<file path="config.mk">
export PLATFORM = sky130hd
export DESIGN_NAME = apb_cfg_slave
export DESIGN_NICKNAME = d
export VERILOG_FILES = /design/src/rtl/apb_cfg_slave.sv
export SDC_FILE = /design/constraint.sdc
export NUM_CORES = 1
export LEC_CHECK = 0
export CORE_MARGIN = 3
export CORE_UTILIZATION = 45
export CTS_CLUSTER_SIZE = 10
export DETAILED_ROUTE_END_ITERATION = 7
export GPL_TIMING_DRIVEN = 0
export PLACE_DENSITY = 0.84
export SLEW_MARGIN = 10
export SYNTH_ARGS = -nofsm -noshare
export SYNTH_HDL_FRONTEND = slang
export SYNTH_SLANG_ARGS = --single-unit
</file>
<file path="constraint.sdc">
create_clock -name apb_clk -period 2.8 [get_ports apb_clk]
set_input_delay 0.28 -clock apb_clk [delete_from_list [all_inputs] [get_ports apb_clk]]
set_output_delay 0.28 -clock apb_clk [all_outputs]
set_load 0.01 [all_outputs]
</file>
<file path="src/rtl/apb_cfg_slave.sv">
// APB configuration responder: RW register bank, read-only status words, a W1C sticky
// event register and an ID word, with a programmable wait-state count before each ready pulse.
module apb_cfg_slave #(
   parameter int          NUM_REGS    = 16,
   parameter int          WAIT_CYCLES = 1,
   parameter logic [15:0] ID_VALUE    = 16'hA5C3
) (
   input  logic                     apb_clk,
   input  logic                     apb_rst,
   input  logic                     apb_sel,
   input  logic                     apb_enable,
   input  logic [7:0]               apb_addr,
   input  logic                     apb_write,
   input  logic [15:0]              apb_wdata,
   output logic                     apb_ready,
   output logic [15:0]              apb_rdata,
   output logic [16*NUM_REGS-1:0]   cfg_regs,
   output logic                     cfg_wr_pulse,
   output logic [7:0]               cfg_wr_addr,
   input  logic [63:0]              status_in,
   input  logic [15:0]              evt_in,
   output logic [1:0]               fsm_state
);

   localparam int         IDXW         = (NUM_REGS > 1) ? $clog2(NUM_REGS) : 1;
   localparam logic [8:0] NUM_REGS_LIM = 9'(NUM_REGS);
   localparam logic [3:0] WAIT_LOAD    = 4'(WAIT_CYCLES);
   localparam logic [7:0] EVT_ADDR     = 8'h84;
   localparam logic [7:0] ID_ADDR      = 8'hFF;

   // fsm_state encoding: 0 = IDLE, 1 = WAIT, 2 = HOLD.
   typedef enum logic [1:0] {
      ST_IDLE = 2'd0,
      ST_WAIT = 2'd1,
      ST_HOLD = 2'd2
   } state_t;

   state_t      state;
   logic [3:0]  cnt;
   logic [7:0]  addr_q;
   logic        write_q;
   logic [15:0] wdata_q;
   logic [15:0] evt;
   logic [15:0] regs [NUM_REGS];

   logic        commit;
   logic        is_rw;
   logic        is_status;
   logic [15:0] rd_val;
   logic [15:0] evt_clr;
   logic [3:0][15:0] status_w;

   assign status_w  = status_in;
   assign fsm_state = state;
   assign commit    = (state == ST_WAIT) && apb_sel && (cnt == 4'd0);
   assign is_rw     = ({1'b0, addr_q} < NUM_REGS_LIM);
   assign is_status = (addr_q[7:2] == 6'b100000);

   for (genvar k = 0; k < NUM_REGS; k++) begin : g_flat
      assign cfg_regs[16*k +: 16] = regs[k];
   end

   // Read mux sees the live status/event values so the read reflects the ready edge.
   always_comb begin
      rd_val = '0;
      if (is_rw) begin
         rd_val = regs[addr_q[IDXW-1:0]];
      end else if (is_status) begin
         rd_val = status_w[addr_q[1:0]];
      end else if (addr_q == EVT_ADDR) begin
         rd_val = evt;
      end else if (addr_q == ID_ADDR) begin
         rd_val = ID_VALUE;
      end
   end

   always_comb begin
      evt_clr = '0;
      if (commit && write_q && (addr_q == EVT_ADDR)) begin
         evt_clr = wdata_q;
      end
   end

   // Set is applied after clear, so a same-cycle set beats the clear.
   always_ff @(posedge apb_clk) begin
      if (apb_rst) begin
         evt <= '0;
      end else begin
         evt <= (evt & ~evt_clr) | evt_in;
      end
   end

   always_ff @(posedge apb_clk) begin
      if (apb_rst) begin
         state        <= ST_IDLE;
         cnt          <= '0;
         addr_q       <= '0;
         write_q      <= 1'b0;
         wdata_q      <= '0;
         apb_ready    <= 1'b0;
         apb_rdata    <= '0;
         cfg_wr_pulse <= 1'b0;
         cfg_wr_addr  <= '0;
         for (int k = 0; k < NUM_REGS; k++) begin
            regs[k] <= '0;
         end
      end else begin
         apb_ready    <= 1'b0;
         cfg_wr_pulse <= 1'b0;
         case (state)
            ST_IDLE: begin
               if (apb_sel && apb_enable) begin
                  addr_q  <= apb_addr;
                  write_q <= apb_write;
                  wdata_q <= apb_wdata;
                  cnt     <= WAIT_LOAD;
                  state   <= ST_WAIT;
               end
            end
            ST_WAIT: begin
               if (!apb_sel) begin
                  state <= ST_IDLE;
               end else if (cnt != 4'd0) begin
                  cnt <= cnt - 4'd1;
               end else begin
                  apb_ready <= 1'b1;
                  state     <= ST_HOLD;
                  if (write_q) begin
                     if (is_rw) begin
                        regs[addr_q[IDXW-1:0]] <= wdata_q;
                        cfg_wr_pulse           <= 1'b1;
                        cfg_wr_addr            <= addr_q;
                     end
                  end else begin
                     apb_rdata <= rd_val;
                  end
               end
            end
            ST_HOLD: begin
               // The initiator may hold sel&enable after ready; wait for sel to drop.
               if (!apb_sel) begin
                  state <= ST_IDLE;
               end
            end
            default: state <= ST_IDLE;
         endcase
      end
   end

endmodule

</file>
; After elaboration in Yosys (flattened, before gate mapping)
; Memories as Yosys holds them, arrays and structs flattened. A register that Yosys moved wholly into a read port is not among the register bits.
; Index checks and enable logic that the tools add are counted.
[word_totals]
elab_cells = 78
mem_count = 1
regBits = 73
inputBits = 109
ram_bits = 256
[memory_table]
columns = memory, words, word_bits, read_ports, rd_clocked_by_memory_dff, wr, line_no
row1 = regs, 16, 16, 17, 1, 16, 44  ; logic [15:0] regs [NUM_REGS];
[classes]
eq_ne = 10
n_addsub = 1
n_mux = 31
n_reduce_logical = 16
n_lt_le_gt_ge = 2
bitwise_logic = 7
[ops]
columns = cell, count
row1 = $mux 16, 7
row2 = $bmux 16 s2, 1
row3 = $mux 4, 6
row4 = $and 16x16->16, 1
row5 = $eq 8x8->1 const B, 2
row6 = $not 16->16, 1
row7 = $or 16x16->16, 1
row8 = $reduce_or 16->1, 1
row9 = $mux 1, 11
row10 = $lt 8x5->1 const B, 1
row11 = $mux 2, 4
row12 = $pmux 4 s2, 1
row13 = $reduce_and 4->1, 2
row14 = $eq 6x6->1 const B, 1
row15 = $ne 2x2->1 const B, 3
row16 = $pmux 2 s3, 1
row17 = $logic_and 1x1->1, 5
row18 = $reduce_and 5->1, 1
row19 = $logic_not 4->1, 1
row20 = $not 1->1, 4
row21 = $reduce_bool 4->1, 1
row22 = $sub 4x1->4 const B, 1
row23 = $lt 2x3->1 const B, 1
row24 = $ne 3x3->1 const B, 1
row25 = 8 further kinds, 8

; Depth between registers and ports, before layout
[depth]
ltp_word = 10
ltp_mapped = 8
ltp_nobuf = 6

; Worst setup path before layout
; Ideal clock, no wire load.
[synth_timing]
path_type = register to register
start = reg cnt[0]
end = mem regs[0][0] (enable)
slack_ps = 719
setup_time_ps = 334
arrival_ps = 1748
stages_incl_launch_ff = 8
cell_sequence = dfxtp_1 inv_1 ha_1 and4bb_2 buf_2 nand4b_4 nor3_2 or2_2
[synth_lines]
columns = item, line_no
row1 = from (decl), 39  ; logic [3:0] cnt;
row2 = from (signal assigned), 124  ; cnt <= cnt - 4'd1;
row3 = to (decl), 44

==> reports/metrics.yaml <==
viasPerCell: 5.95
critPathCapture: "regs[7][2]"
switchingPower_w: 0.00280
p_leak_nw: 7.64
synth_top_family_by_area: "simple AND/OR/NAND/NOR gates"
yosysTopAreaCellShare_pct: 49.5
required_ns: 2.97
fin_ws_ns: -0.0189
fin_util_pct: 62.5
syn2layout_area_growth_pct: 35.8
die_area_um2: 36800
antenna_found_initial: 0
violations: "negative setup slack"
synth_largest_area_cell: "edfxtp_1"
synth_fa_ha_area_share_pct: 0.161
post_synth.cell_area_avg_um2: 13.1
clk_pin_slew_ns: 0.06
start_util_pct: 46.0
power_frac_comb_pct: 11.5
highest_layer: "met4"
ir_worst_vdd_mv: 0.418
synthFlopType: "edfxtp_1"
cp-startpoint: "cnt[0]"
synth.area.top_cells: "edfxtp_1 49%, and2_1 11%, dfxtp_1 9.9%, mux4_2 7.1%, mux2i_1 3.3%"
dp_hpwl_um: 44000
m1WireLength_um: 21400
synthCells: 1190
fmax_mhz: 355
ys_async_sr_fraction_pct: 0
reg2reg_to: "regs[7][2]"
syn_nets: 1301
synth-seq-cells: 333
synth_compound_gate_area_share_pct: 5.88
synth_cell_types: 55
power.share.clock_pct: 39.0
cts_setup_buffers: 0
tightest_slew_ns: 1.17
p_seq_share_pct: 49.5
slew_headroom_pct: 21.1
layout_min_cycle_time_ns: 2.82
cts.sinks: 333
wl_per_cell_um: 28.0
reg2reg_depth: 7
ys_seq_area_share_pct: 59.4
cts_buffer_depth: 3
path_max_fanout: 16
synthMuxAreaShare_pct: 12.3
r2r-start: "cnt[0]"
htree_levels: 2
synth_xor_area_share_pct: 0.113
die_x_um: 192
grt_pass1_wl_um: 81700
fillers: 2586
synth_most_common_cell: "and2_1"
numCtsBuffers: 39
numPortBuffers: 391
root_buffer: "clkbuf_16"
setup_viol: 16
drc: 0
whs_ns: 0.294
synth-simple-area-share_pct: 18.4
pre_cts_ws_ns: -0.245
drive_above_1_share_pct: 10.8
synth_edf_count: 256
grt_pass1_vias: 12139
outcome: "finished with violations"
gr-total-overflow: 0
finalCritPeriodShare_pct: 101
swShare_pct: 24.4
rsz0062_at_grt: "yes"
finalNetCount: 1733
dr_wl_met2_um: 28600
clkLatencyLatePin_ns: 0.53
wirelength_um: 58400
drv_slew: 0
arrival_ns: 2.99
firstDrtPassIters: 5
p_int_w: 0.00867
path_class: "reg2reg"
yosysWarningCount: 0
powerDensity_nw_per_um2: 544
rows: 67
gr-usage-all-layers_pct: 30.9
drt_iter0_markers: 1438
gp_congestion: 0.948
grt_max_degree: 17
maxCapViolCount: 0
ant_nets: 0
setup_tns_ns: -0.232
rrSetupSlack_ns: -0.02
worstSetupStartpointType: "flip-flop"
endpoint_kind: "flip-flop"
synthTopCellsByCount: "261 x and2_1, 256 x edfxtp_1, 77 x dfxtp_1"
die_h_um: 192
num_vias: 12420
wl_met3_um: 6340
hold_class: "in2reg"
fin_skew_ns: 0.0182
core_region_area_um2: 33800
io_pins: 393
cts_tree: "yes"
finalHoldViolCount: 0
synth.cell_area_um2: 15500
==> worst min-delay path by stage <==
stage / startpoint / end / slack (ns) / cells past startpoint
6_report: evt_in[10] / evt[10] / 0.29 / 3
3_3_place_gp: cfg_wr_addr[4] / cfg_wr_addr[4] / 0.44 / 1
5_1_grt: evt_in[10] / evt[10] / 0.29 / 3
3_5_place_dp: cfg_wr_addr[7] / cfg_wr_addr[7] / 0.44 / 1
2_1_floorplan: evt_in[0] / evt[0] / 0.41 / 2
4_1_cts: evt_in[10] / evt[10] / 0.29 / 3
==> power groups by stage <==
stage / Combinational, W / Sequential (W) / Clock (W)
6_report: 0.00132 / 0.00568 / 0.00448
5_1_grt: 0.00139 / 0.00569 / 0.00468
4_1_cts: 0.00131 / 0.00567 / 0.00448
3_5_place_dp: 0.00130 / 0.00577 / 0
3_3_place_gp: 0.00128 / 0.00576 / 0
2_1_floorplan: 0.000535 / 0.00575 / 0
==> cell families after synthesis <==
| family | Yosys count |
|---|---|
| flip-flops | 333 |
| AND/OR/NAND/NOR | 469 |
| buffers and inverters | 136 |
| AO/OA/AOI/OAI | 131 |
| adder cells (fa/ha/maj) | 2 |
| multiplexers | 117 |
| XOR/XNOR | 2 |
==> layer usage <==
| metal | GRT usage [%] | vias to the layer above |
|---|---|---|
| met5 | 0 | - |
| met4 | 10.6 | 0 |
| met3 | 6.30 | 123 |
| met2 | 51.9 | 875 |
| met1 | 40.1 | 6173 |
| li1 | - | 5249 |
==> stage by stage <==
| stage | area (µm²) | total power [W] | cells |
|---|---|---|---|
| after global routing | 21100 | 0.0118 | 2087 |
| after detailed placement | 20000 | 0.00707 | 2029 |
| final | 21100 | 0.0115 | 2088 |
| after CTS | 21100 | 0.0115 | 2087 |
| after floorplan | 15500 | 0.00628 | 1190 |
| after global placement | 20000 | 0.00704 | 2029 |
==> critical path, cell delays in order (launching register included) <==
cell,delay (ns)
dfxtp_1,0.32
inv_1,0.08
ha_1,0.17
and4bb_2,0.22
buf_2,0.21
nand4_2,0.27
nor3b_2,0.66
or2_2,0.53
==> registers in the layout (all words and copies together), names as in the netlist, named ones only <==
register and cells:
cnt 4, addr_q 8, evt 16, write_q 1, apb_ready 1, cfg_wr_addr 8, apb_rdata 16, fsm_state 2
cfg_wr_pulse 1, wdata_q 16, regs 256
==> placed cells by master (no fill, tap or decap), types with 6 or more instances in the layout <==
cell type	n
mux4_1	7
nand3_1	25
o22ai_1	8
inv_1	37
a311o_1	8
nor2b_1	7
o21ai_0	8
a311oi_1	8
nor3_1	6
buf_2	26
mux2i_1	52
a31oi_1	16
a221oi_1	8
edfxtp_1	256
clkbuf_1	70
and2_1	261
a21oi_1	41
nand4b_1	8
clkdlybuf4s50_1	391
and3_1	17
or2_2	14
a41o_1	16
dfxtp_1	77
clkbuf_16	39
nor3_2	6
nor2_1	20
a22oi_1	16
nand2_1	61
nand4_1	10
mux2_2	9
buf_1	7
mux4_2	49
==> final cells by class <==
type | instances | area (µm²) | share of cell area, %
Antenna cell | 1 | 2.50 | 0.0119
Buffer | 98 | 439 | 2.08
Clock buffer | 55 | 1040 | 4.91
Clock inverter | 3 | 26.3 | 0.124
Inverter | 38 | 143 | 0.676
Multi-Input combinational cell | 721 | 5760 | 27.3
Sequential cell | 333 | 9230 | 43.7
Tap cell | 448 | 561 | 2.66
Timing Repair Buffer | 391 | 3910 | 18.5
==> what timing repair did <==
action	4_1_cts	5_1_grt
setup endpoints to repair	0	87
hold buffers	0	0
resized for setup	0	5
hold endpoints to repair	0	0
Note: power is estimated with default switching activity, not from simulation.
